<file path="config.mk">
export PLATFORM = sky130hd
export DESIGN_NAME = conv_output_addr_gen
export DESIGN_NICKNAME = d
export VERILOG_FILES = /design/src/rtl/conv_pkg.sv /design/src/rtl/conv_output_addr_gen_out_addr_calc.sv /design/src/rtl/conv_output_addr_gen.sv
export SDC_FILE = /design/constraint.sdc
export NUM_CORES = 1
export LEC_CHECK = 0
export ABC_AREA = 1
export CAP_MARGIN = 10
export CORE_AREA = 2 2 198 200
export DETAILED_ROUTE_END_ITERATION = 7
export DIE_AREA = 0 0 200 202
export PLACE_DENSITY_LB_ADDON = 0.05
export REMOVE_ABC_BUFFERS = 1
export SLEW_MARGIN = 20
export SYNTH_ARGS = -nofsm -noshare
export SYNTH_HDL_FRONTEND = slang
export SYNTH_SLANG_ARGS = --single-unit
</file>
<file path="constraint.sdc">
create_clock -name clk -period 15.9 [get_ports clk]
set_input_delay 3.18 -clock clk [delete_from_list [all_inputs] [get_ports clk]]
set_output_delay 3.18 -clock clk [all_outputs]
set_load 0.02 [all_outputs]
</file>
<file path="src/rtl/conv_pkg.sv">
// Shared definitions for the conv controller output write-back path.
package conv_pkg;

  typedef enum logic [2:0] {
    ST_IDLE  = 3'd0,
    ST_SETUP = 3'd1,
    ST_WAIT  = 3'd2,
    ST_WRITE = 3'd3,
    ST_FIN   = 3'd4
  } state_e;

  localparam logic LAYOUT_CH_MAJOR    = 1'b0;
  localparam logic LAYOUT_INTERLEAVED = 1'b1;

  localparam logic [1:0] STRIDE_MIN = 2'd1;
  localparam logic [1:0] STRIDE_MAX = 2'd2;

  function automatic logic stride_legal(input logic [1:0] s);
    return (s >= STRIDE_MIN) && (s <= STRIDE_MAX);
  endfunction

endpackage

</file>
<file path="src/rtl/conv_output_addr_gen_out_addr_calc.sv">
// Output address for one lane write: channel-major planes or
// pixel-interleaved channels, computed at ADDR_W+DIM_W bits.
module out_addr_calc
  import conv_pkg::*;
#(
  parameter int DIM_W  = 8,
  parameter int ADDR_W = 10
) (
  input  logic                layout,
  input  logic [ADDR_W-1:0]   base,
  input  logic [2*DIM_W-1:0]  plane,
  input  logic [DIM_W-1:0]    do_ch,
  input  logic [2*DIM_W-1:0]  p,
  input  logic [DIM_W:0]      ch,
  output logic [ADDR_W-1:0]   addr
);

  localparam int CW = ADDR_W + DIM_W;

  logic [CW-1:0] base_w;
  logic [CW-1:0] plane_w;
  logic [CW-1:0] do_w;
  logic [CW-1:0] p_w;
  logic [CW-1:0] ch_w;
  logic [CW-1:0] sum;

  // Widen operands, pick the layout formula, truncate to the BRAM address
  always_comb begin
    base_w  = CW'(base);
    plane_w = CW'(plane);
    do_w    = CW'(do_ch);
    p_w     = CW'(p);
    ch_w    = CW'(ch);
    if (layout == LAYOUT_INTERLEAVED) begin
      sum = base_w + p_w * do_w + ch_w;
    end else begin
      sum = base_w + ch_w * plane_w + p_w;
    end
    addr = ADDR_W'(sum);
  end

endmodule

</file>
<file path="src/rtl/conv_output_addr_gen.sv">
// Output write-back stage: takes one COLS-lane result beat per output pixel
// and serialises it into BRAM writes at layout-dependent addresses.
// The output channel count port is do_ch because 'do' is a keyword.
module conv_output_addr_gen
  import conv_pkg::*;
#(
  parameter int WIDTH  = 8,
  parameter int COLS   = 4,
  parameter int DIM_W  = 8,
  parameter int ADDR_W = 10
) (
  input  logic                    clk,
  input  logic                    rst,
  input  logic                    start,
  input  logic [DIM_W-1:0]        do_ch,
  input  logic [DIM_W-1:0]        dr,
  input  logic [DIM_W-1:0]        dc,
  input  logic [DIM_W-1:0]        dkr,
  input  logic [DIM_W-1:0]        dkc,
  input  logic [1:0]              stride,
  input  logic                    layout,
  input  logic [ADDR_W-1:0]       outaddr,
  input  logic                    pix_valid,
  output logic                    pix_ready,
  input  logic [COLS*WIDTH-1:0]   pix_data,
  output logic                    wea,
  output logic [ADDR_W-1:0]       memaddr,
  output logic [WIDTH-1:0]        mem_in,
  output logic [DIM_W-1:0]        ir_out,
  output logic [DIM_W-1:0]        ic_out,
  output logic [DIM_W-1:0]        io_out,
  output logic                    busy,
  output logic                    output_finish,
  output logic                    cfg_err
);

  localparam int K_W   = (COLS > 1) ? $clog2(COLS) : 1;
  localparam int P_W   = 2 * DIM_W;
  localparam int CHK_W = ADDR_W + 3 * DIM_W;

  state_e                  state_q, state_d;
  logic [DIM_W-1:0]        dr_q, dr_d, dc_q, dc_d, dkr_q, dkr_d, dkc_q, dkc_d;
  logic [DIM_W-1:0]        do_q, do_d;
  logic [1:0]              stride_q, stride_d;
  logic                    layout_q, layout_d;
  logic [ADDR_W-1:0]       base_q, base_d;
  logic [DIM_W-1:0]        ir_q, ir_d, ic_q, ic_d, io_q, io_d;
  logic [P_W-1:0]          plane_q, plane_d;
  logic [DIM_W-1:0]        g_q, g_d;
  logic [P_W-1:0]          p_q, p_d;
  logic [K_W-1:0]          k_q, k_d;
  logic [COLS*WIDTH-1:0]   data_q, data_d;
  logic                    wea_q, wea_d;
  logic [ADDR_W-1:0]       memaddr_q, memaddr_d;
  logic [WIDTH-1:0]        mem_in_q, mem_in_d;
  logic                    pix_ready_q, pix_ready_d;
  logic                    busy_q, busy_d;
  logic                    finish_q, finish_d;
  logic                    cfg_err_q, cfg_err_d;

  logic                    sh;
  logic [DIM_W-1:0]        ir_calc, ic_calc;
  logic [P_W-1:0]          plane_calc;
  logic [CHK_W-1:0]        total;
  logic                    cfg_bad;
  logic [DIM_W:0]          grp_base, cur_ch, addr_ch;
  logic                    last_lane, last_group, last_pix;
  logic [K_W-1:0]          next_k;
  logic [ADDR_W-1:0]       calc_addr;

  // Output geometry and the config legality check, full width so nothing wraps
  always_comb begin
    sh         = (stride_q == STRIDE_MAX);
    ir_calc    = ((dr_q - dkr_q) >> sh) + DIM_W'(1);
    ic_calc    = ((dc_q - dkc_q) >> sh) + DIM_W'(1);
    plane_calc = P_W'(ir_calc) * P_W'(ic_calc);
    total      = CHK_W'(base_q) + CHK_W'(do_q) * CHK_W'(plane_calc);
    cfg_bad    = (dkr_q > dr_q) || (dkc_q > dc_q) || !stride_legal(stride_q) ||
                 (do_q == '0) || (total > (CHK_W'(1) << ADDR_W));
  end

  // Lane/channel bookkeeping; addr_ch is the channel of the write launched next
  always_comb begin
    grp_base   = (DIM_W+1)'(g_q) * (DIM_W+1)'(COLS);
    cur_ch     = grp_base + (DIM_W+1)'(k_q);
    last_lane  = (k_q == K_W'(COLS - 1)) ||
                 ((cur_ch + (DIM_W+1)'(1)) >= (DIM_W+1)'(do_q));
    last_group = (grp_base + (DIM_W+1)'(COLS)) >= (DIM_W+1)'(do_q);
    last_pix   = (p_q == plane_q - P_W'(1));
    next_k     = k_q + K_W'(1);
    addr_ch    = (state_q == ST_WRITE) ? (cur_ch + (DIM_W+1)'(1)) : grp_base;
  end

  out_addr_calc #(
    .DIM_W  (DIM_W),
    .ADDR_W (ADDR_W)
  ) u_addr (
    .layout (layout_q),
    .base   (base_q),
    .plane  (plane_q),
    .do_ch  (do_q),
    .p      (p_q),
    .ch     (addr_ch),
    .addr   (calc_addr)
  );

  // FSM next-state: config latch, setup check, beat accept, lane serialisation
  always_comb begin
    state_d     = state_q;
    dr_d        = dr_q;
    dc_d        = dc_q;
    dkr_d       = dkr_q;
    dkc_d       = dkc_q;
    do_d        = do_q;
    stride_d    = stride_q;
    layout_d    = layout_q;
    base_d      = base_q;
    ir_d        = ir_q;
    ic_d        = ic_q;
    io_d        = io_q;
    plane_d     = plane_q;
    g_d         = g_q;
    p_d         = p_q;
    k_d         = k_q;
    data_d      = data_q;
    wea_d       = 1'b0;
    memaddr_d   = memaddr_q;
    mem_in_d    = mem_in_q;
    pix_ready_d = pix_ready_q;
    busy_d      = busy_q;
    finish_d    = 1'b0;
    cfg_err_d   = cfg_err_q;

    case (state_q)
      ST_IDLE: begin
        if (start) begin
          dr_d      = dr;
          dc_d      = dc;
          dkr_d     = dkr;
          dkc_d     = dkc;
          do_d      = do_ch;
          stride_d  = stride;
          layout_d  = layout;
          base_d    = outaddr;
          cfg_err_d = 1'b0;
          busy_d    = 1'b1;
          state_d   = ST_SETUP;
        end
      end
      ST_SETUP: begin
        ir_d    = ir_calc;
        ic_d    = ic_calc;
        io_d    = do_q;
        plane_d = plane_calc;
        if (cfg_bad) begin
          cfg_err_d = 1'b1;
          busy_d    = 1'b0;
          state_d   = ST_IDLE;
        end else begin
          g_d         = '0;
          p_d         = '0;
          k_d         = '0;
          pix_ready_d = 1'b1;
          state_d     = ST_WAIT;
        end
      end
      ST_WAIT: begin
        if (pix_valid && pix_ready_q) begin
          data_d      = pix_data;
          k_d         = '0;
          wea_d       = 1'b1;
          memaddr_d   = calc_addr;
          mem_in_d    = pix_data[0 +: WIDTH];
          pix_ready_d = 1'b0;
          state_d     = ST_WRITE;
        end
      end
      ST_WRITE: begin
        if (last_lane) begin
          k_d = '0;
          if (last_pix) begin
            p_d = '0;
            g_d = g_q + DIM_W'(1);
            if (last_group) begin
              finish_d = 1'b1;
              state_d  = ST_FIN;
            end else begin
              pix_ready_d = 1'b1;
              state_d     = ST_WAIT;
            end
          end else begin
            p_d         = p_q + P_W'(1);
            pix_ready_d = 1'b1;
            state_d     = ST_WAIT;
          end
        end else begin
          k_d       = next_k;
          wea_d     = 1'b1;
          memaddr_d = calc_addr;
          mem_in_d  = data_q[next_k*WIDTH +: WIDTH];
        end
      end
      ST_FIN: begin
        busy_d  = 1'b0;
        state_d = ST_IDLE;
      end
      default: begin
        state_d = ST_IDLE;
      end
    endcase
  end

  // State and registered outputs; reset aborts any run in progress
  always_ff @(posedge clk or negedge rst) begin
    if (!rst) begin
      state_q     <= ST_IDLE;
      dr_q        <= '0;
      dc_q        <= '0;
      dkr_q       <= '0;
      dkc_q       <= '0;
      do_q        <= '0;
      stride_q    <= '0;
      layout_q    <= 1'b0;
      base_q      <= '0;
      ir_q        <= '0;
      ic_q        <= '0;
      io_q        <= '0;
      plane_q     <= '0;
      g_q         <= '0;
      p_q         <= '0;
      k_q         <= '0;
      data_q      <= '0;
      wea_q       <= 1'b0;
      memaddr_q   <= '0;
      mem_in_q    <= '0;
      pix_ready_q <= 1'b0;
      busy_q      <= 1'b0;
      finish_q    <= 1'b0;
      cfg_err_q   <= 1'b0;
    end else begin
      state_q     <= state_d;
      dr_q        <= dr_d;
      dc_q        <= dc_d;
      dkr_q       <= dkr_d;
      dkc_q       <= dkc_d;
      do_q        <= do_d;
      stride_q    <= stride_d;
      layout_q    <= layout_d;
      base_q      <= base_d;
      ir_q        <= ir_d;
      ic_q        <= ic_d;
      io_q        <= io_d;
      plane_q     <= plane_d;
      g_q         <= g_d;
      p_q         <= p_d;
      k_q         <= k_d;
      data_q      <= data_d;
      wea_q       <= wea_d;
      memaddr_q   <= memaddr_d;
      mem_in_q    <= mem_in_d;
      pix_ready_q <= pix_ready_d;
      busy_q      <= busy_d;
      finish_q    <= finish_d;
      cfg_err_q   <= cfg_err_d;
    end
  end

  assign pix_ready     = pix_ready_q;
  assign wea           = wea_q;
  assign memaddr       = memaddr_q;
  assign mem_in        = mem_in_q;
  assign ir_out        = ir_q;
  assign ic_out        = ic_q;
  assign io_out        = io_q;
  assign busy          = busy_q;
  assign output_finish = finish_q;
  assign cfg_err       = cfg_err_q;

endmodule

</file>
## Yosys cells after proc, flatten, opt, wreduce, memory -nomap -nowiden

Index checks and enable logic that the tools add are counted.

- Shift-type cells: 3
- $mul: 4
- Muxes and demuxes: 46
- Reductions and logical operators: 25
- Add/subtract/negate cells: 16
- Equality and inequality tests: 15
- $lt $le $gt $ge: 7

Operators by type and width:

| kind | count |
|---|---|
| $mux W16 | 3 |
| $mux W8 | 5 |
| $pmux W16 S2 | 1 |
| $pmux W8 S2 | 2 |
| $shiftx A32 B6 Y8 | 1 |
| $add A10 B10 Y10 | 3 |
| $mux W10 | 3 |
| $add A10 B24 Y25 | 1 |
| $gt A25 B11 Y1 const B | 1 |
| $add A8 B1 Y8 const B | 3 |
| $mul A8 B16 Y24 | 1 |
| $pmux W10 S2 | 1 |
| $ge A9 B8 Y1 | 2 |
| $reduce_and A3 Y1 | 6 |
| $add A16 B1 Y16 const B | 1 |
| $eq A16 B16 Y1 | 1 |
| $gt A8 B8 Y1 | 2 |
| $mul A16 B8 Y10 | 1 |
| $mul A8 B8 Y16 | 1 |
| $mul A9 B16 Y10 | 1 |
| $shr A8 B1 Y8 | 2 |
| $sub A16 B1 Y16 const B | 1 |
| $sub A8 B8 Y8 | 2 |
| $mux W1 | 15 |
| 30 further kinds | 56 |

- Output and inout bits: 47
- Input bits: 89
- Register bits after elaboration: 177
- Word-level logic and storage cells: 140

## Longest topological paths before layout

Gate-level depths: netlist of run 1.

- Depth after elaboration: 10
- Mapped depth: 70
- Depth with buffers taken out: 69

## Hierarchy

Synthesis of run 1 repeated with hierarchy kept, for this count alone.

- Cell total of the unflattened synthesis: 2850
- Area, all modules: 21155.3 sq um

By module, submodules not included:

| module | sequential area each (sq um) | instances | area an instance (sq um) | cells each |
|---|---|---|---|---|
| conv_output_addr_gen | 4404.2 | 1 | 16789.9 | 2205 |
| out_addr_calc | 0.0 | 1 | 4365.4 | 645 |

## Worst setup path before layout of run 1

OpenSTA, ideal clock, no wires.

- Path kind: flip-flop to flip-flop
- From: register dr_q[0]
- To: register p_q[4]
- Cell stages (with the launch flop): 62
- Clock period less this slack: 10391 ps
- Required time: 15782 ps
- Slack: 5509 ps
- Arrival time: 10273 ps
- Path buffers: 2
- Setup time: 118 ps
- Path through: dfrtp_1 > inv_1 > ha_1 > inv_1 > fa_1 > nand2_1 > o21ai_0 > clkbuf_1 > ha_1 > nand2_1 > nor2_1 > and2_1 > nand2_1 > xor2_1 > nor2_1 > fa_1 > fa_1 > fa_1 > [... 26 more ...] > inv_1 > nand2_1 > inv_1 > a21oi_1 > nand3_1 > nand2_1 > nand2_1 > nor2_1 > nand2_1 > nor2_4 > nand3_2 > nand2_2 > nand2_2 > nand2_4 > nand2_4 > buf_6 > nand2_2 > o21ai_2

- Longest elaborated chain between the ends: 10
- Elaborated cells between the ends (all ways): 14
- Classes of those cells: 3 x add/sub; 2 x mul; 2 x order compare; 1 x eq/ne; 1 x shift; 5 x reduce/logical

RTL lines:

| item | line | source |
|---|---|---|
| start, declared | conv_output_addr_gen.sv:42 | `logic [DIM_W-1:0] dr_q, dr_d, dc_q, dc_d, dkr_q, dkr_d, dkc_q, dkc_d;` |
| start signal, assigned | conv_output_addr_gen.sv:242 | `dr_q <= dr_d;` |
| $sub A8 B8 Y8 | conv_output_addr_gen.sv:74 | `ir_calc = ((dr_q - dkr_q) >> sh) + DIM_W'(1);` |
| $shr A8 B1 Y8 | conv_output_addr_gen.sv:74 |  |
| $add A8 B1 Y8 | conv_output_addr_gen.sv:74 |  |
| $mul A8 B8 Y16 | conv_output_addr_gen.sv:76 | `plane_calc = P_W'(ir_calc) * P_W'(ic_calc);` |
| $mul A8 B16 Y24 | conv_output_addr_gen.sv:77 | `total = CHK_W'(base_q) + CHK_W'(do_q) * CHK_W'(plane_calc);` |
| $add A10 B24 Y25 | conv_output_addr_gen.sv:77 |  |
| $gt A25 B11 Y1 | conv_output_addr_gen.sv:79 | `(do_q == '0) \|\| (total > (CHK_W'(1) << ADDR_W));` |
| $logic_or A1 B1 Y1 * | conv_output_addr_gen.sv:79 |  |
| $ne A2 B2 Y1 (no source line) * | -- |  |
| $reduce_and A3 Y1 (no source line) * | -- |  |
| end signal, assigned | conv_output_addr_gen.sv:255 | `p_q <= p_d;` |
| end, declared | conv_output_addr_gen.sv:50 | `logic [P_W-1:0] p_q, p_d;` |

Mark *: on every way between the ends. The rest lies on a longest branch, timed or not.
A chain may end at the register's enable or synchronous reset.

## Worst setup path after layout of run 1

- From: register dr_q[0]
- To: register p_q[0]

The elaborated chain is that of the path after synthesis.

==> flow_summary.toml, run 1 <==
[cells_and_area]
fill_cells = 3591
drive_above_1_share_pct = 5.94
synthToLayoutAreaGrowth_pct = 11.2
nets = 3342
antenna_cells = 0

[placement]
dp_hpwl_microns = 45200
port_buffers = 135
gp_congestion = 0.927

[synthesis]
yosys_warnings = 0
synth_area_sq_um = 20800
yosysSeqAreaShare_pct = 21.1
synthCells = 2787
netlist.area_leader.share_pct = 21.1
avgSynthCellArea_sq_um = 7.48
ys_types = 51
ys_async_sr_fraction_pct = 100
ys.flop_type = "dfrtp_1"
synth_commonest_cells = "678 x nand2_1, 545 x inv_1, 303 x nor2_1"
synth_top_cell_by_area = "dfrtp_1"
synth_edf_count = 0
synthTopCellsByArea = "dfrtp_1 21%, fa_1 20%, nand2_1 12%"
synth-seq-cells = 176
synth.most_common_cell = "nand2_1"

[cts]
cts_max_level = 4
cts_buffer_depth = 2
cts_buffers = 17
cts_sinks = 176
cts-resized-gates = 0
clk_latency_ns = 0.50
clkSlewWorstSetupHoldPaths_ns = 0.08
cts-root-buf = "clkbuf_16"
hold_buffers = 0
cts_tree = "built"
cts_setup_buffers = 0

[die]
rows = 72
coreArea_sq_um = 38300
io_pins = 136
dieArea_sq_um = 40400
start_util_pct = 54.4
die_h_microns = 202
die_w_microns = 200

[route]
viasPerCell = 5.27
vias = 17900
firstDrtPassIters = 6
drt_iter0_markers = 1228
routed_wl_microns = 56700
wl_per_cell_microns = 16.7
ant_nets = 0
drc = 0

[global_route]
grt_pass1_vias = 18100
grt_max_degree = 111
antenna_found_initial = 0
gr-total-overflow = 0
grt_pass1_wl_microns = 93900
grt.total_usage_pct = 30.0

[sta]
finalHoldViolations = 0
rsz0062_at_grt = "false"
final.setup.tns_ns = 0
max_freq_mhz = 82.9
finalCritPeriodShare_pct = 75.8
finalMaxSlewViolations = 0
finalSetupViolCount = 0
whs_ns = 0.470
min_period_ns = 12.06
tightest_slew_ns = 1.08
finClkSkew_ns = 0.0140
relSlewSlack_pct = 27.2

[critical_path]
arrival_ns = 12.44
worstSetupPathType = "reg2reg"
slowest_delay_ns = 0.63
cp_num_buf_inv = 12
critPathLaunchType = "flip-flop"
path_delay_family = "adder cells"
crit_slowest_cell = "xor2_1"
crit_top_cell = "nand2_1"
crit_fanout = 32
critPathCaptureType = "flip-flop"
cp.required_ns = 16.28

[status]
status = "completed"

[min_path]
hp-class = "reg2reg"

[flow_run]
cap_violations = 0
[worst register-to-register path: cells and delay by family (launching register included)]
kind | cells | cell delay, ns
adders and majority gates | 12 | 5.31
and+or+nand+nor | 28 | 3.08
xor gates and xnor gates | 3 | 1.43
buffers and inverters | 12 | 0.92
AOI/OAI and AO/OA | 6 | 0.84
DFF | 1 | 0.36
[path summary, 6_finish.rpt]
check | start | to | slack, ns | cells past startpoint
max in group asynchronous | rst | data_q[7] | 11.67 | 2
min in group asynchronous | rst | memaddr[3] | 2.78 | 1
worst max-delay path | dr_q[0] | p_q[0] | 3.84 | 61
worst min-delay path | data_q[4] | data_q[4] | 0.47 | 2
worst min register to register | data_q[4] | data_q[4] | 0.47 | 2
worst max register to register | dr_q[0] | p_q[0] | 3.84 | 61
[layer usage]
| layer | track usage (%) | vias up | part of all wire, % |
|---|---|---|---|
| met2 | 48.6 | 578 | 47 |
| li1 | - | 8645 | - |
| met5 | 0 | - | 0 |
| met1 | 41.5 | 8604 | 45 |
| met3 | 4.84 | 85 | 6.5 |
| met4 | 9.21 | 0 | 2.3 |
[layout make-up]
| type | count | area [sq um] | area share [%] |
|---|---|---|---|
| clock buffers | 17 | 425 | 1.84 |
| clock inverters | 15 | 188 | 0.810 |
| inverters | 559 | 2100 | 9.06 |
| multi-input cells | 1970 | 14000 | 60.4 |
| flip-flops and latches | 176 | 4400 | 19.0 |
| well taps | 518 | 648 | 2.80 |
| repair buffers | 142 | 1410 | 6.07 |
[flip-flops by register name, summed over array words and instances (netlist names), 10 cells and up]
register / flops
plane_q: 16
memaddr: 10
base_q: 10
data_q: 32
p_q: 16
[cell usage in the layout, fill, tap and decap left out, types with 7 or more instances in the layout]
| master | instances |
|---|---|
| ha_1 | 178 |
| xnor2_1 | 31 |
| nand4_1 | 37 |
| a31oi_1 | 8 |
| inv_2 | 12 |
| o21ai_0 | 119 |
| clkdlybuf4s50_1 | 134 |
| nand2_1 | 678 |
| inv_1 | 545 |
| nor2_2 | 14 |
| nor2_1 | 301 |
| nand2_2 | 30 |
| buf_4 | 7 |
| xor2_1 | 54 |
| nand3_1 | 85 |
| nand3b_1 | 7 |
| o21ai_2 | 20 |
| or2_2 | 16 |
| nor3_1 | 19 |
| o221ai_1 | 7 |
| fa_1 | 209 |
| a21oi_1 | 85 |
| clkbuf_16 | 17 |
| dfrtp_1 | 176 |
| mux2_2 | 18 |
[kinds of logic after synthesis]
logic type      after synthesis  synth area share [%]
fa+ha+maj                   387                  30.8
buf+inv                     641                  11.8
simple gates               1215                  24.5
flops                       176                  21.1
compound gates              263                  7.16
xor+xnor                     86                  3.65
mux                          19                  1.02
[stage by stage]
step                utilization, %  cells  setup slack (ns)  cell area, sq um
floorplan                        -   2705              5.35             20500
global placement              58.9   3365              4.26             22600
detailed placement            58.9   3365              3.88             22600
CTS                           60.5   3397              3.86             23200
global route                  60.5   3397              2.80             23200
finish                        60.5   3397              3.84             23200
Power of run 1 is not shown: default switching activity piles up to over one toggle a cycle in this logic, so the estimate is an artifact.
==> run 2: changes to the inputs <==
==> constraint.sdc (replaced) <==
create_clock -name clk -period 11.65 [get_ports clk]
set_input_delay 2.33 -clock clk [delete_from_list [all_inputs] [get_ports clk]]
set_output_delay 2.33 -clock clk [all_outputs]
set_load 0.02 [all_outputs]
==> run 2 against run 1 <==
Effect of this change: critical path depth is 1 lower; worst hold slack improved by 0.0019 ns; first-iteration DRC count decreased by 5.1%; final area increased by 1.5%; global-route usage is 0.16 points higher.
==> flow_summary.toml, run 2 (synthesis results as in run 1) <==
[status]
status = "completed"

[flow_run]
cap_violations = 0

[critical_path]
r2r_end = "p_q[15]"
crit_top_cell = "nand2_1"
timing.rr.start = "dc_q[0]"
startpoint = "dc_q[0]"
ff2ff_setup_slack_ns = 0.72
crit_end = "p_q[15]"
cp.required_ns = 12.04
crit_slowest_cell = "fa_1"
critPathLaunchType = "flip-flop"
arrival_ns = 11.32
reg2reg_depth = 60
worstSetupPathType = "reg2reg"
critPathCaptureType = "flip-flop"
crit_fanout = 10
slowest_delay_ns = 0.55

[sta]
final.setup.tns_ns = 0
finalCritPeriodShare_pct = 93.8
finalSetupViolCount = 0
finClkSkew_ns = 0.0124
finalHoldViolations = 0
tightest_slew_ns = 1.05
relSlewSlack_pct = 29.2
max_freq_mhz = 91.5
rsz0062_at_grt = "false"
min_period_ns = 10.93
finalMaxSlewViolations = 0

[cells_and_area]
antenna_cells = 0
nets = 3362
largest_reg_flops = 32
drive_above_1_share_pct = 7.73
synthToLayoutAreaGrowth_pct = 12.8
final_common_cell = "nand2_1"
top_register = "data_q"
most-common-layout-cells = "671 x nand2_1, 542 x inv_1, 294 x nor2_1, 208 x fa_1, 176 x dfrtp_1"
fill_cells = 3586
fin_area_sq_um = 23500
top_regs = "data_q: 32 flops, p_q: 16 flops, plane_q: 16 flops"

[global_route]
grt_max_degree = 74
grt_pass1_vias = 18500
grt.total_usage_pct = 30.2
gr-total-overflow = 0
grt_pass1_wl_microns = 94000
antenna_found_initial = 1

[placement]
port_buffers = 135
place_area_sq_um = 22600
dp_hpwl_microns = 45400
gp_congestion = 0.917

[cts]
clkSlewWorstSetupHoldPaths_ns = 0.08
cts-root-buf = "clkbuf_16"
cts_buffer_depth = 2
hold_buffers = 0
cts_max_level = 4
cts_sinks = 176
clk_latency_ns = 0.49
cts_buffers = 17
cts_tree = "built"

[route]
firstDrtPassIters = 6
routed_wl_microns = 57500
viasPerCell = 5.26
vias = 18000
wl_per_cell_microns = 16.8
ant_nets = 0
drt_iter0_markers = 1165
drc = 0

[die]
dieArea_sq_um = 40400
io_pins = 136
start_util_pct = 54.4
die_h_microns = 202
coreArea_sq_um = 38300
rows = 72
die_w_microns = 200

[min_path]
hp-class = "reg2reg"
[run 2: changes by cell type in the layout (fill, tap and decap cells not counted), moves of 4 or more]
cell and delta:
buf_4 +15, ha_1 -7, ha_4 +4, nand2_1 -7, nand2_2 +5, nor2_1 -7
nor2_2 +7, o21ai_0 -7, o21ai_1 +4
[run 2: per-stage QoR]
step	hold slack (ns)	instances	worst slack (ns)	util (%)
6_report	0.471	3417	0.721	61.4
5_1_grt	0.494	3417	0.00274	61.4
4_1_cts	0.472	3407	0.00166	60.7
3_5_place_dp	0.454	3375	0.0217	59.1
3_3_place_gp	0.448	3375	0.295	59.1
2_1_floorplan	0.437	2705	1.10	-
[run 2: critical path, delay by kind of cell (launching register included)]
family / cells / cell delay, ns
adders and majority gates: 12 / 5.27
and+or+nand+nor: 27 / 2.84
buffers and inverters: 13 / 1.04
AOI/OAI and AO/OA: 7 / 1.00
DFF: 1 / 0.37
xor gates and xnor gates: 1 / 0.29
[run 2: what timing repair did]
action,in CTS,in global routing
endpoints found under the setup margin,0,29
resized for setup,0,50
buffers inserted,0,7
[run 2: cell type report]
cell class,instances,area (sq um),area share [%]
multi-input combinational,1973,14200,60.4
tap,518,648,2.76
timing repair buffer,159,1540,6.56
sequential,176,4400,18.7
clock inverter,13,169,0.718
inverter,559,2100,8.92
clock buffer,19,443,1.88
[run 2: worst min path at each step]
| stage | end | depth (start not counted) | from | slack, ns |
|---|---|---|---|---|
| 3_5_place_dp | data_q[3] | 2 | data_q[3] | 0.45 |
| 3_3_place_gp | data_q[4] | 2 | data_q[4] | 0.45 |
| 5_1_grt | data_q[22] | 2 | data_q[22] | 0.49 |
| 2_1_floorplan | data_q[24] | 2 | data_q[24] | 0.44 |
| 6_report | data_q[3] | 2 | data_q[3] | 0.47 |
| 4_1_cts | data_q[3] | 2 | data_q[3] | 0.47 |
[run 2: per-layer routing]
layer | wire length, microns | vias up | global-route usage (%)
met1 | 25400 | 8642 | 40.5
met2 | 26800 | 526 | 48.8
li1 | - | 8695 | -
met5 | 13 | - | 0
met4 | 1760 | 2 | 10.9
met3 | 3550 | 98 | 5.79
Power of run 2 is left out for the same reason.
